[src/rtl/instruction_sequencer_pkg.sv]
// Shared definitions for the instruction sequencer: opcode ranges, class and state enums, field positions.
package instruction_sequencer_pkg;

    localparam int CODE_ADDRESS_BITS = 8;
    localparam int FETCH_LATENCY     = 1;
    localparam int INSTR_BITS        = 32;
    localparam int OPCODE_BITS       = 5;
    localparam int OPCODE_LSB        = INSTR_BITS - OPCODE_BITS;
    localparam int CJMP_TARGET_LSB   = 0;
    localparam int CJMP_COND_BIT     = 8;

    typedef logic [CODE_ADDRESS_BITS-1:0] code_addr_t;
    typedef logic [OPCODE_BITS-1:0]       opcode_t;

    // Opcode range markers; class decode is expressed only in terms of these.
    localparam opcode_t OP_FirstMultiCycleFPU = 5'd0;
    localparam opcode_t OP_LastMultiCycleFPU  = 5'd6;
    localparam opcode_t OP_FirstCombFPU       = 5'd7;
    localparam opcode_t OP_LastCombFPU        = 5'd16;
    localparam opcode_t OP_FirstAsync         = 5'd17;
    localparam opcode_t OP_LastAsync          = 5'd18;
    localparam opcode_t OP_FirstOther         = 5'd19;
    localparam opcode_t OP_LastOther          = 5'd23;
    localparam opcode_t OP_Cjmp               = 5'd24;
    localparam opcode_t OP_Finish             = 5'd25;
    localparam opcode_t OP_Nop                = 5'd26;

    typedef enum logic [1:0] {
        CLS_MULTI_CYCLE_FPU = 2'd0,
        CLS_COMB_FPU        = 2'd1,
        CLS_ASYNC           = 2'd2,
        CLS_OTHER           = 2'd3
    } instr_class_e;

    typedef enum logic [2:0] {
        SEQ_IDLE, SEQ_FETCH, SEQ_DECODE, SEQ_ISSUE, SEQ_WAIT, SEQ_DONE, SEQ_ERROR
    } seq_state_e;

endpackage

[src/rtl/instruction_sequencer_instr_class_decode.sv]
// Combinational opcode classifier: execution class plus control-flow and illegal flags.
module instr_class_decode
    import instruction_sequencer_pkg::*;
(
    input  opcode_t      i_opcode,
    output instr_class_e o_class,
    output logic         o_is_cjmp,
    output logic         o_is_finish,
    output logic         o_is_nop,
    output logic         o_illegal
);

    always_comb begin
        o_class     = CLS_OTHER;
        o_is_cjmp   = 1'b0;
        o_is_finish = 1'b0;
        o_is_nop    = 1'b0;
        o_illegal   = 1'b0;
        // The multi-cycle range starts at opcode zero, so only its upper marker matters.
        if (i_opcode <= OP_LastMultiCycleFPU)
            o_class = CLS_MULTI_CYCLE_FPU;
        else if (i_opcode >= OP_FirstCombFPU && i_opcode <= OP_LastCombFPU)
            o_class = CLS_COMB_FPU;
        else if (i_opcode >= OP_FirstAsync && i_opcode <= OP_LastAsync)
            o_class = CLS_ASYNC;
        else if (i_opcode >= OP_FirstOther && i_opcode <= OP_LastOther)
            o_class = CLS_OTHER;
        else if (i_opcode == OP_Cjmp)
            o_is_cjmp = 1'b1;
        else if (i_opcode == OP_Finish)
            o_is_finish = 1'b1;
        else if (i_opcode == OP_Nop)
            o_is_nop = 1'b1;
        else
            o_illegal = 1'b1;
    end

endmodule

[src/rtl/instruction_sequencer.sv]
// Per-core fetch/decode/issue sequencer with internal cjmp/finish/nop handling.
// Optional retire/stall counters are enabled by defining SEQ_PERF_COUNTERS_EN.
module instruction_sequencer
    import instruction_sequencer_pkg::*;
(
    input  logic        clk,
    input  logic        rst_n,
    input  logic        start,
    input  logic [7:0]  start_pc,
    output logic        busy,
    output logic        done,
    output logic        error,
    output logic [7:0]  pc,
    output logic        code_rd,
    output logic [7:0]  code_addr,
    input  logic [31:0] code_data,
    output logic        issue_valid,
    input  logic        issue_ready,
    output logic [31:0] issue_instr,
    output logic [1:0]  issue_class,
    input  logic        exec_done,
    input  logic        cond_flag,
    output logic [31:0] retired_count,
    output logic [31:0] stall_cycles
);

    seq_state_e   r_state, w_state_next;
    code_addr_t   r_pc, w_pc_next, w_pc_inc, w_cjmp_target;
    logic [31:0]  r_instr;
    instr_class_e r_class, w_dec_class;
    opcode_t      w_opcode;
    logic         w_is_cjmp, w_is_finish, w_is_nop, w_illegal;

    assign w_opcode      = code_data[OPCODE_LSB +: OPCODE_BITS];
    assign w_pc_inc      = r_pc + code_addr_t'(1);
    assign w_cjmp_target = code_data[CJMP_TARGET_LSB +: CODE_ADDRESS_BITS];

    instr_class_decode u_dec (
        .i_opcode    (w_opcode),
        .o_class     (w_dec_class),
        .o_is_cjmp   (w_is_cjmp),
        .o_is_finish (w_is_finish),
        .o_is_nop    (w_is_nop),
        .o_illegal   (w_illegal)
    );

    always_ff @(posedge clk or negedge rst_n) begin
        if (!rst_n) r_state <= SEQ_IDLE;
        else        r_state <= w_state_next;
    end

    always_comb begin
        w_state_next = r_state;
        w_pc_next    = r_pc;
        case (r_state)
            SEQ_IDLE, SEQ_DONE, SEQ_ERROR: begin
                if (start) begin
                    w_pc_next    = start_pc;
                    w_state_next = SEQ_FETCH;
                end
            end
            SEQ_FETCH: w_state_next = SEQ_DECODE;
            SEQ_DECODE: begin
                if (w_illegal)
                    w_state_next = SEQ_ERROR;
                else if (w_is_finish)
                    w_state_next = SEQ_DONE;
                else if (w_is_cjmp) begin
                    w_pc_next    = (cond_flag == code_data[CJMP_COND_BIT]) ? w_cjmp_target : w_pc_inc;
                    w_state_next = SEQ_FETCH;
                end else if (w_is_nop) begin
                    w_pc_next    = w_pc_inc;
                    w_state_next = SEQ_FETCH;
                end else
                    w_state_next = SEQ_ISSUE;
            end
            SEQ_ISSUE: begin
                if (issue_ready) begin
                    if (r_class == CLS_MULTI_CYCLE_FPU || r_class == CLS_ASYNC)
                        w_state_next = SEQ_WAIT;
                    else begin
                        w_pc_next    = w_pc_inc;
                        w_state_next = SEQ_FETCH;
                    end
                end
            end
            SEQ_WAIT: begin
                if (exec_done) begin
                    w_pc_next    = w_pc_inc;
                    w_state_next = SEQ_FETCH;
                end
            end
            default: w_state_next = SEQ_IDLE;
        endcase
    end

    // The decoded word is captured in DECODE and held steady for the whole issue handshake.
    always_ff @(posedge clk or negedge rst_n) begin
        if (!rst_n) begin
            r_pc    <= '0;
            r_instr <= '0;
            r_class <= CLS_MULTI_CYCLE_FPU;
        end else begin
            r_pc <= w_pc_next;
            if (r_state == SEQ_DECODE) begin
                r_instr <= code_data;
                r_class <= w_dec_class;
            end
        end
    end

    assign busy        = !(r_state == SEQ_IDLE || r_state == SEQ_DONE || r_state == SEQ_ERROR);
    assign done        = (r_state == SEQ_DONE);
    assign error       = (r_state == SEQ_ERROR);
    assign pc          = r_pc;
    assign code_rd     = (r_state == SEQ_FETCH);
    assign code_addr   = r_pc;
    assign issue_valid = (r_state == SEQ_ISSUE);
    assign issue_instr = r_instr;
    assign issue_class = r_class;

`ifdef SEQ_PERF_COUNTERS_EN
    logic [31:0] r_retired_count, r_stall_cycles;
    logic        w_start_ok, w_retire, w_stall;

    assign w_start_ok = start && !busy;
    // cjmp and nop count as retirements; finish does not.
    assign w_retire = (r_state == SEQ_DECODE && (w_is_cjmp || w_is_nop))
                   || (r_state == SEQ_ISSUE && issue_ready
                       && (r_class == CLS_COMB_FPU || r_class == CLS_OTHER))
                   || (r_state == SEQ_WAIT && exec_done);
    assign w_stall  = (r_state == SEQ_ISSUE && !issue_ready) || (r_state == SEQ_WAIT);

    always_ff @(posedge clk or negedge rst_n) begin
        if (!rst_n) begin
            r_retired_count <= '0;
            r_stall_cycles  <= '0;
        end else if (w_start_ok) begin
            r_retired_count <= '0;
            r_stall_cycles  <= '0;
        end else begin
            if (w_retire) r_retired_count <= r_retired_count + 32'd1;
            if (w_stall)  r_stall_cycles  <= r_stall_cycles + 32'd1;
        end
    end

    assign retired_count = r_retired_count;
    assign stall_cycles  = r_stall_cycles;
`else
    assign retired_count = '0;
    assign stall_cycles  = '0;
`endif

endmodule
[config.mk]
export PLATFORM = sky130hd
export DESIGN_NAME = instruction_sequencer
export DESIGN_NICKNAME = d
export VERILOG_FILES = /design/src/rtl/instruction_sequencer_pkg.sv /design/src/rtl/instruction_sequencer_instr_class_decode.sv /design/src/rtl/instruction_sequencer.sv
export SDC_FILE = /design/constraint.sdc
export NUM_CORES = 1
export LEC_CHECK = 0
export CAP_MARGIN = 25
export CORE_MARGIN = 4
export CORE_UTILIZATION = 30
export DETAILED_ROUTE_END_ITERATION = 12
export PLACE_DENSITY = 0.71
export RECOVER_POWER = 25
export SLEW_MARGIN = 20
export SYNTH_ARGS = -nofsm -noshare
export SYNTH_HDL_FRONTEND = slang
export SYNTH_SLANG_ARGS = --single-unit
[constraint.sdc]
create_clock -name clk -period 4.1 [get_ports clk]
set_input_delay 0.41 -clock clk [delete_from_list [all_inputs] [get_ports clk]]
set_output_delay 0.41 -clock clk [all_outputs]
set_load 0.01 [all_outputs]
Word-level counts from Yosys, hierarchy flattened
Index checks and enable logic that the tools add are counted.
- flip-flop bits (word level): 45
- bits of input ports: 46
- output and inout bits: 119
- logic and storage cells: 90
- add/sub/neg operators: 1
- order comparisons: 7
- equal/unequal tests: 18
- mux-type cells: 47
- reductions and logical operators: 13
- operator list (kind ; number):
    8-bit two-way mux ; 9
    8-bit one-hot mux with 4 select lines ; 1
    1-bit two-way mux ; 26
    3-bit two-way mux ; 6
    5-bit == test (second input constant) ; 3
    5-bit less-or-equal comparator (second input constant) ; 3
    3-bit one-hot mux with 5 select lines ; 1
    5-bit >= comparator (second input constant) ; 2
    2-bit != test (second input constant) ; 5
    3-bit == test (second input constant) ; 3
    8-bit by 1-bit adder with 8-bit output (second input constant) ; 1
    2-bit two-way mux ; 4
    8-bit AND reduction ; 1
    3-bit by 2-bit == test with 1-bit output (second input constant) ; 2
    5-bit by 3-bit >= comparator with 1-bit output (second input constant) ; 1
    5-bit by 3-bit less-or-equal comparator with 1-bit output (second input constant) ; 1
    4-bit nonzero test ; 1
    3-bit by 1-bit == test with 1-bit output (second input constant) ; 1
    1-bit logical AND ; 3
    3-bit zero test ; 1
    1-bit logical OR ; 3
    3-bit by 1-bit != test with 1-bit output (second input constant) ; 1
    3-bit AND reduction ; 1
    3-bit OR reduction ; 1
    5 further kinds ; 5

Depth between registers and ports, before layout
- depth after elaboration: 13
- gate-level depth with buffers: 8
- mapped depth without buffers: 6

Hierarchy
A second synthesis with hierarchy kept.
- cell total of the unflattened synthesis: 360
- area, all modules: 2954.1 um^2
- by module, submodules not included (module ; instances ; cells an instance ; area an instance (um^2) ; seq. area each (um^2)):
    instruction_sequencer ; 1 ; 349 ; 2876.5 ; 1126.1
    instr_class_decode ; 1 ; 11 ; 77.6 ; 0.0

Least setup slack after synthesis
OpenSTA, ideal clock, no wires.
- kind: flip-flop to flip-flop
- start: register r_state[1]
- end: register r_pc[0] (netlist: code_addr[0])
- setup time: 127 ps
- data arrival time: 1608 ps
- data required time: 3973 ps
- slack: 2365 ps
- stages on the path, launching flop included: 9
- path buffers: 2
- clock period less this slack: 1735 ps
- cells stage by stage: dfrtp_1 -> buf_4 -> inv_1 -> fa_1 -> o21ai_0 -> o211ai_2 -> buf_4 -> nand2_1 -> o21ai_1
- longest elaborated chain between the ends: 4
- elaborated cells between the ends (all ways): 17
- classes of those cells: 12 x eq/ne; 1 x mux; 4 x reduce/logical
- ends and longest elaborated chain (item ; line ; source):
    start: declaration ; instruction_sequencer.sv:27 ; seq_state_e r_state, w_state_next;
    start signal: assignment ; instruction_sequencer.sv:49 ; else r_state <= w_state_next;
    3-bit == test / 3-bit zero test (equally long branches) ; instruction_sequencer.sv:55 ; case (r_state)
    3-bit OR reduction ; instruction_sequencer.sv:55 ;
    4-bit nonzero test (no source line) / 2-bit != test (equally long branches) ; - ;
    8-bit AND reduction (no source line) ; - ;
    end signal: assignment ; instruction_sequencer.sv:104 ; r_pc <= w_pc_next;
    end: declaration ; instruction_sequencer.sv:28 ; code_addr_t r_pc, w_pc_next, w_pc_inc, w_cjmp_target;
Parallel ways exist; a longest one is shown, timed or not.
A chain may end at the register's enable or synchronous reset.

Worst setup path in the final report
- start: register r_state[0]
- end: output code_rd
- longest elaborated chain between the ends: 1
- ends and longest elaborated chain (item ; line ; source):
    3-bit by 1-bit == test with 1-bit output ; instruction_sequencer.sv:116 ; assign code_rd = (r_state == SEQ_FETCH);
    end: declaration ; instruction_sequencer.sv:14 ; output logic code_rd,
No other way between the ends.

==> results.yml <==
worst_setup_path:
  cp.required_ps: 3690
  startpoint: "r_state[0]"
  slowest_stage: "dfrtp_1"
  crit_fanout: 13
  cpPeakStageDelay_ps: 640
  path_cells: "inv_2 -> nor3_1 -> clkdlybuf4s50_1"
  rr_worst_depth: 6
  r2r_end: "code_addr[5]"
  regToRegStartpoint: "r_state[0]"
  startpoint_type: "register"
  path_class: "register to output pin"
  worstSetupEndpointType: "output pin"
  arrival_ps: 1980
  rrSetupSlack_ps: 1880
die:
  fp.coreArea_mm2: 0.00885
  initial_utilization_pct: 31.2
  die_x_um: 104
  dieArea_mm2: 0.0108
  io_pins: 165
  num_rows: 34
  fp.dieH_um: 104
timing:
  worst_pin_slew_ps: 1680
  fin_crit_ps: 2390
  rsz0062_at_grt: "no"
  drv_slew: 31
  timing.fmax_ghz: 0.419
  hold_violations: 0
  period_share_pct: 58.2
  setup_violations: 0
  tns_ps: 0
  slew_headroom_pct: -11.7
  clock-skew-final_ps: 6.83
synthesis:
  synth_edf_count: 0
  synth_commonest_cells: "buf_4, dfrtp_1, mux2_2, a21oi_1"
  synth_top_area_share_pct: 40.9
  synth_area_per_cell_um2: 10.7
  syn-cell-area_mm2: 0.00276
  yosys-top-cells-area: "dfrtp_1, buf_4, mux2_2"
  ys_seq_area_share_pct: 40.9
  synth_most_common_cell: "buf_4"
  yosysTopAreaCell: "dfrtp_1"
  yosysWarnings: 0
  synth-main-ff-cell: "dfrtp_1"
  synth_cell_types: 47
  async_reset_ff_share_pct: 100
  synth-seq-cells: 45
  syn_inst: 258
placed_design:
  gp_congestion: 0.803
  io_buffers: 100
  hpwl_um: 5340
  placed_cells: 450
power_and_ir_drop:
  switching_share_pct: 39.2
  clkPwrFrac_pct: 9.5
  switching_power_uw: 1100
  p_leak_uw: 0.00157
  seq_power_share_pct: 31.3
  p_int_uw: 1700
  ir_worst_vdd_mv: 0.393
  p_comb_share_pct: 59.1
  power.density_mw_per_mm2: 771
clocking:
  insertion_delay_ps: 290
  post_cts_resized: 0
  postCtsHoldBufs: 0
  cts-htree-levels: 2
  cts_buffer_depth: 2
  clkTransAtPathRegs_ps: 90
  cts_tree: "done"
  cts_setup_buffers: 0
  cts_made_buffers: 5
  cts_root_buffer: "clkbuf_8"
  clock_sinks: 45
route:
  drtIter0Drc: 99
  antenna_left: 0
  viasPerCell: 4.45
  remaining_drc_errors: 0
  first_pass_iters: 5
  drt-total-wl_um: 6760
  dr_total_vias: 2038
  wire_per_inst_um: 14.8
final_layout:
  drive_gt1_share_pct: 12.0
  final_core_util_pct: 40.9
  diodes: 0
  final_nets: 397
  synthToLayoutAreaGrowth_pct: 31.4
  instances_no_fill: 458
global_route:
  grt_usage_pct: 12.1
  antenna_found_initial: 0
  first_global_vias: 2071
  gr-total-overflow: 0
  grt_pass1_wl_um: 10600
  grt_max_degree: 38
job:
  maxCapViolCount: 1
outcome:
  violations: "max-capacitance violations, max-slew violations"
  run_status: "finished, violations left"
hold_path:
  worstHoldPathType: "primary input to asynchronous set/reset pin"
worst max-delay path: cells and delay by family (launching register included):
family        cells  cell delay, ps
simple gates      1             280
buf+inv           2             760
flops             1             640
power by group through the flow:
stage | Combinational, uW | Sequential [uW] | Clock [uW]
6_report | 1650 | 875 | 266
2_1_floorplan | 967 | 926 | 0
3_5_place_dp | 1660 | 890 | 0
5_1_grt | 1800 | 920 | 296
3_3_place_gp | 1630 | 873 | 0
4_1_cts | 1670 | 882 | 280
layout by cell type (no fill, tap or decap), types with 2 or more instances in the layout:
cell type	netlist	routed
a21oi_1	11	11
a222oi_1	7	7
a31oi_1	2	2
and2_1	2	2
clkbuf_1	0	3
clkbuf_8	0	5
clkdlybuf4s50_1	0	99
clkinv_2	0	2
conb_1	1	64
dfrtp_1	45	45
inv_1	9	9
mux2_1	9	9
mux2_2	24	24
mux2i_1	2	2
nand2_1	7	7
nand2b_1	2	2
nand3_1	4	4
nor2_1	8	8
nor3_1	2	2
o21ai_0	4	4
o21ai_1	3	3
o22ai_1	6	6
or2_1	2	2
or3_1	3	3
final cells by class:
type	instances	area [um2]
clock buffers	6	72.6
clock inverters	2	10.0
fillers	845	5230
inverters	10	37.5
multi-input cells	185	1230
flip-flops and latches	45	1130
well taps	108	135
repair buffers	102	1010
registers in the layout (all words and copies together), names as in the netlist:
name	flops
r_state	3
issue_instr	32
issue_class	2
code_addr	8
worst max-delay path by stage:
| stage | to | slack [ps] | cells past startpoint |
|---|---|---|---|
| final | code_rd | 1710 | 3 |
| after global routing | issue_instr[29] | 1370 | 2 |
| after CTS | code_rd | 1680 | 3 |
| after detailed placement | code_addr[5] | 1800 | 6 |
| after global placement | code_addr[6] | 1880 | 6 |
| after floorplan | code_addr[0] | 2360 | 8 |
stage by stage:
step / area (um2) / total power, uW / hold WS, ps / setup WS (ps)
2_1_floorplan: 2990 / 1890 / 114 / 2360
3_3_place_gp: 3540 / 2510 / 465 / 1880
3_5_place_dp: 3560 / 2550 / 364 / 1800
4_1_cts: 3640 / 2830 / 36.9 / 1680
5_1_grt: 3620 / 3020 / 269 / 1370
6_report: 3620 / 2790 / 202 / 1710
routing by layer:
layer	part of all wire (%)	GRT usage (%)
met5	0	0
met4	1.1	3.13
met2	50	20.8
met1	38	13.8
met3	11	5.09
cell families (layout without fill, tap and decap cells):
group	Yosys count	count (layout)	synth area share [%]
multiplexers	35	35	14.2
XOR/XNOR	2	2	0.636
AO/OA/AOI/OAI	44	44	11.4
adder cells (fa/ha/maj)	2	2	1.18
buffers and inverters	91	120	23.1
other	1	64	0.136
flip-flops	45	45	40.9
AND/OR/NAND/NOR	38	38	8.49
Note: power is estimated with default switching activity, not from simulation.
==> RTL change 1, RTL diff (same flow settings) <==
Build with the macro `SEQ_PERF_COUNTERS_EN` defined.
--- a/src/rtl/instruction_sequencer.sv
+++ b/src/rtl/instruction_sequencer.sv
@@ -1,4 +1,6 @@
 // Per-core fetch/decode/issue sequencer with internal cjmp/finish/nop handling.
 // Optional retire/stall counters are enabled by defining SEQ_PERF_COUNTERS_EN.
+`define SEQ_PERF_COUNTERS_EN
+
 module instruction_sequencer
     import instruction_sequencer_pkg::*;
Function: changed (Yosys sat finds a counterexample within 4 cycles, from zero or initial values and one cycle with rst_n low).
==> RTL change 1 against the original RTL <==
The flow still finishes with violations (max-capacitance violations, max-slew violations); largest cell class unchanged; setup slack got worse by 0.52 ns; clock power grew to 3.7 times the old value; power up 63%; via count grew to 2.6 times the old value; hold slack improved by 0.27 ns; synthesized area up 110%; sequential cell count is 64 higher; highest routed layer unchanged; wire length rose by 150%; design area rose by 120%; critical path depth up 1.
==> RTL change 1: results (changes against the original RTL) <==
Non-Clock Buffer Count = 171 (was 102)
Outcome = finished, violations left (unchanged)
Reg power frac = 0.350 (was 0.313)
Max-Cap Viols = 1 (unchanged)
Row cnt = 50 (was 34)
Worst-path clk slew = 0.07 ns (was 0.09 ns)
Synth top cells by count = nand2_1 (131), dfrtp_1 (109), nor2_1 (69) (was buf_4 (75), dfrtp_1 (45), mux2_2 (24))
Synth Instances = 657 (was 258)
FF+latch count = 109 (was 45)
GR Util met1 = 0.2122 (was 0.1376)
Logic inverters = 17 (was 10)
Tot GR Track Use = 0.1542 (was 0.1206)
Multi-input logic area = 0.002885 mm² (was 0.001235 mm²)
Met2 wire length = 7.894 mm (was 3.367 mm)
Root Buffer = clkbuf_16 (was clkbuf_8)
Worst-margin pin slew = 2.470 ns (was 1.675 ns)
First-pass GRT wire length = 27.52 mm (was 10.64 mm)
Clk tree area frac = 0.04145 (was 0.02280)
Violated checks = max-capacitance violations, max-slew violations (unchanged)
Global routing usage on met3 = 0.03433 (was 0.05090)
Worst path arrival time = 2.50 ns (was 1.98 ns)
Largest net degree at the start of global routing = 47 (was 38)
Metal3 WL = 1.084 mm (was 722 µm)
Post-detailed-routing wire length = 16.89 mm (was 6.756 mm)
Clk_lat worst skew = 0.35 ns (was 0.29 ns)
# nets final = 851 (was 397)
IO buf count = 164 (was 100)
Skew final = 0.01020 ns (was 0.006828 ns)
Fraction of area in registers = 0.3397 (was 0.3109)
Fillcell total = 1858 (was 845)
Synth area leaders = dfrtp_1 (47%), nand2_1 (8.4%), xnor2_1 (5.1%), nor2_1 (4.4%), a21oi_1 (3.1%) (was dfrtp_1 (41%), buf_4 (20%), mux2_2 (9.8%), mux2_1 (3.7%), a222oi_1 (2.5%))
Metal1 wirelength = 7.725 mm (was 2.591 mm)
Layout clock buffers = 10 (was 6)
PwrDens = 568.4 mW/mm² (was 771.2 mW/mm²)
Max Slew Vio Count = 47 (was 31)
Post-DP HPWL = 12.25 mm (was 5.337 mm)
Multi-input comb cells = 493 (was 185)
CP startpoint = r_state[2] (was r_state[0])
NonClk Buf Share = 0.2111 (was 0.2777)
Place WS = 1.419 ns (was 1.804 ns)
Sw Share = 0.3853 (was 0.3925)
WL per Instance = 15.84 µm (was 14.75 µm)
Crit path time final = 2.910 ns (was 2.387 ns)
Post-synthesis sequential area ratio = 0.4663 (was 0.4085)
Max H-tree Level = 3 (was 2)
DRT Pass-1 Iters = 4 (was 5)
Via count = 5283 (was 2038)
Leak = 3.299 nW (was 1.566 nW)
RTL change 1: cell types whose count changed in the layout (fill, tap and decap cells not counted), sizes merged, moves of 25 or more:
| cell | unedited run | this run |
|---|---|---|
| clkdlybuf4s50 | 99 | 163 |
| dfrtp | 45 | 109 |
| conb | 64 | 0 |
| a21oi | 11 | 36 |
| nor2 | 9 | 69 |
| mux2 | 33 | 0 |
| nand2 | 7 | 131 |
| xnor2 | 1 | 34 |
RTL change 1: cell families (layout without fill, tap and decap cells):
| family | Yosys count | count (layout) | synth area share |
|---|---|---|---|
| adders and majority gates | 4 | 4 | 0.009840 |
| DFF | 109 | 109 | 0.4663 |
| xor gates and xnor gates | 49 | 49 | 0.07337 |
| AOI/OAI and AO/OA | 115 | 115 | 0.1384 |
| and+or+nand+nor | 324 | 324 | 0.2676 |
| buffers and inverters | 55 | 204 | 0.04278 |
| muxes | 1 | 1 | 0.001711 |
==> RTL change 2, RTL diff (config.mk and constraints unchanged) <==
Made on the original files. Put a register stage on the output `error`, without a reset. The value now appears one clock later. The other outputs are not delayed to match.
--- a/src/rtl/instruction_sequencer.sv
+++ b/src/rtl/instruction_sequencer.sv
@@ -112,5 +112,7 @@
     assign busy        = !(r_state == SEQ_IDLE || r_state == SEQ_DONE || r_state == SEQ_ERROR);
     assign done        = (r_state == SEQ_DONE);
-    assign error       = (r_state == SEQ_ERROR);
+    always_ff @(posedge clk) begin
+        error <= (r_state == SEQ_ERROR);
+    end
     assign pc          = r_pc;
     assign code_rd     = (r_state == SEQ_FETCH);
Check against the original RTL: not equivalent (a bounded check fails within 4 cycles, from zero or initial values and one cycle with rst_n low).
==> RTL change 2 against the original RTL <==
Critical path depth up 3; synthesized area up 7.2%; cell count rose by 22%; power grew 4.7%; wire length up 16%; hold slack gained 0.024 ns; non-clock buffer count unchanged; sequential cell count rose by 1; sequential share of layout area fell by 1.3 points; setup slack worse by 0.32 ns; register-to-register slack lost 0.49 ns; the run still ends with max-capacitance violations, max-slew violations left; clock skew up 0.0015 ns; design area increased by 6.1%; count of clock-buffer cells in the layout decreased by 1.
==> RTL change 2: results (changes against the original RTL) <==
Outcome = finished, violations left (unchanged)
Violated checks = max-capacitance violations, max-slew violations (unchanged)
IO buf count = 100 (unchanged)
Tot GR Track Use = 0.1324 (was 0.1206)
Synth cell types = 54 (was 47)
CP top delay family = flip-flops (was buffers and inverters)
Largest net degree at the start of global routing = 40 (was 38)
Worst-margin pin slew = 1.652 ns (was 1.675 ns)
Reg2Reg Setup Slack = 1.39 ns (was 1.88 ns)
Worst r2r src = r_state[1] (was r_state[0])
Worst r2r dst = code_addr[1] (was code_addr[5])
Post-synthesis sequential area ratio = 0.3880 (was 0.4085)
Synth area leaders = dfrtp_1 (38%), buf_4 (18%), nand2_1 (13%), a22oi_1 (2.0%), a211oi_1 (1.5%) (was dfrtp_1 (41%), buf_4 (20%), mux2_2 (9.8%), mux2_1 (3.7%), a222oi_1 (2.5%))
Maximum VDD drop = 0.2599 mV (was 0.3933 mV)
Post-synthesis async set-or-reset flop share = 0.9783 (was 1.000)
DRT Pass-1 Iters = 4 (was 5)
Max-Cap Viols = 1 (unchanged)
DRT iter0 DRCs = 70 (was 99)
Main flop type after synthesis = dfrtp_1 (unchanged)
CP max FO = 16 (was 13)
Avg Vias per Cell = 4.410 (was 4.450)
Worst path arrival time = 2.89 ns (was 1.98 ns)
Share of cells above drive strength 1 = 0.04662 (was 0.1200)
GPL Wtd Cong = 0.8679 (was 0.8025)
Synth top cells by count = nand2_1 (102), buf_4 (72), dfrtp_1 (45) (was buf_4 (75), dfrtp_1 (45), mux2_2 (24))
Vias in the first global route = 2412 (was 2071)
Skew final = 0.008349 ns (was 0.006828 ns)
Max Slew Vio Count = 31 (unchanged)
Post-DP HPWL = 6.050 mm (was 5.337 mm)
Post-detailed-routing wire length = 7.821 mm (was 6.756 mm)
First-pass GRT wire length = 12.23 mm (was 10.64 mm)
## RTL change 2: cell types whose count changed after synthesis, sizes merged, moves of 6 or more
cell and change:
nand2 +95, mux2 -31, a222oi -7, a22oi +7
a21oi -6, clkbuf +6, o22ai -6
## RTL change 2: per-stage QoR
| stage | cells | utilization | worst slack, ns | area [µm²] | total power [mW] |
|---|---|---|---|---|---|
| after floorplan | 403 | - | 1.838 | 3191 | 1.959 |
| after global placement | 550 | 0.3997 | 1.535 | 3764 | 2.618 |
| after detailed placement | 551 | 0.4019 | 1.428 | 3784 | 2.678 |
| after CTS | 558 | 0.4102 | 1.427 | 3862 | 2.964 |
| after global routing | 558 | 0.4084 | 1.233 | 3845 | 3.176 |
| final | 558 | 0.4084 | 1.394 | 3845 | 2.926 |
## RTL change 2: worst max path at each step
stage	start	endpoint	slack, ns	cells past startpoint
after CTS	r_state[1]	code_addr[2]	1.43	6
after detailed placement	r_state[1]	code_addr[2]	1.43	6
after floorplan	r_state[0]	code_addr[1]	1.84	7
final	r_state[1]	code_addr[1]	1.39	6
after global routing	r_state[1]	code_addr[2]	1.23	6
after global placement	r_state[1]	code_addr[1]	1.53	6
## RTL change 2: layer usage
| metal | wire length [µm] | GRT usage | part of all wire |
|---|---|---|---|
| met1 | 3156 | 0.1587 | 0.40 |
| met2 | 3991 | 0.2328 | 0.51 |
| met3 | 650 | 0.03672 | 0.083 |
| met4 | 23 | 0.03379 | 0.0029 |
| met5 | 0 | 0 | 0 |
## RTL change 2: kinds of logic after synthesis
kind of cell               after synthesis  synth area share
buffers and inverters                   92            0.2126
adders and majority gates                2           0.01101
DFF                                     46            0.3880
and+or+nand+nor                        135            0.2042
muxes                                    5           0.02033
xor gates and xnor gates                 3          0.008896
other                                    1          0.001269
AOI/OAI and AO/OA                       56            0.1537
## RTL change 2: cell type report
type / instances / area (µm²) / area share
clock buffers: 5 / 68.82 / 0.01790
well taps: 129 / 161.4 / 0.04198
flip-flops and latches: 46 / 1146 / 0.2981
repair buffers: 102 / 1006 / 0.2616
clock inverters: 2 / 10.01 / 0.002603
multi-input cells: 265 / 1419 / 0.3690
inverters: 9 / 33.78 / 0.008786
## RTL change 2: report_power, final
group / switching, mW / internal (mW)
Clock: 0.155 / 0.115
Combinational: 0.877 / 0.884
Sequential: 0.213 / 0.682
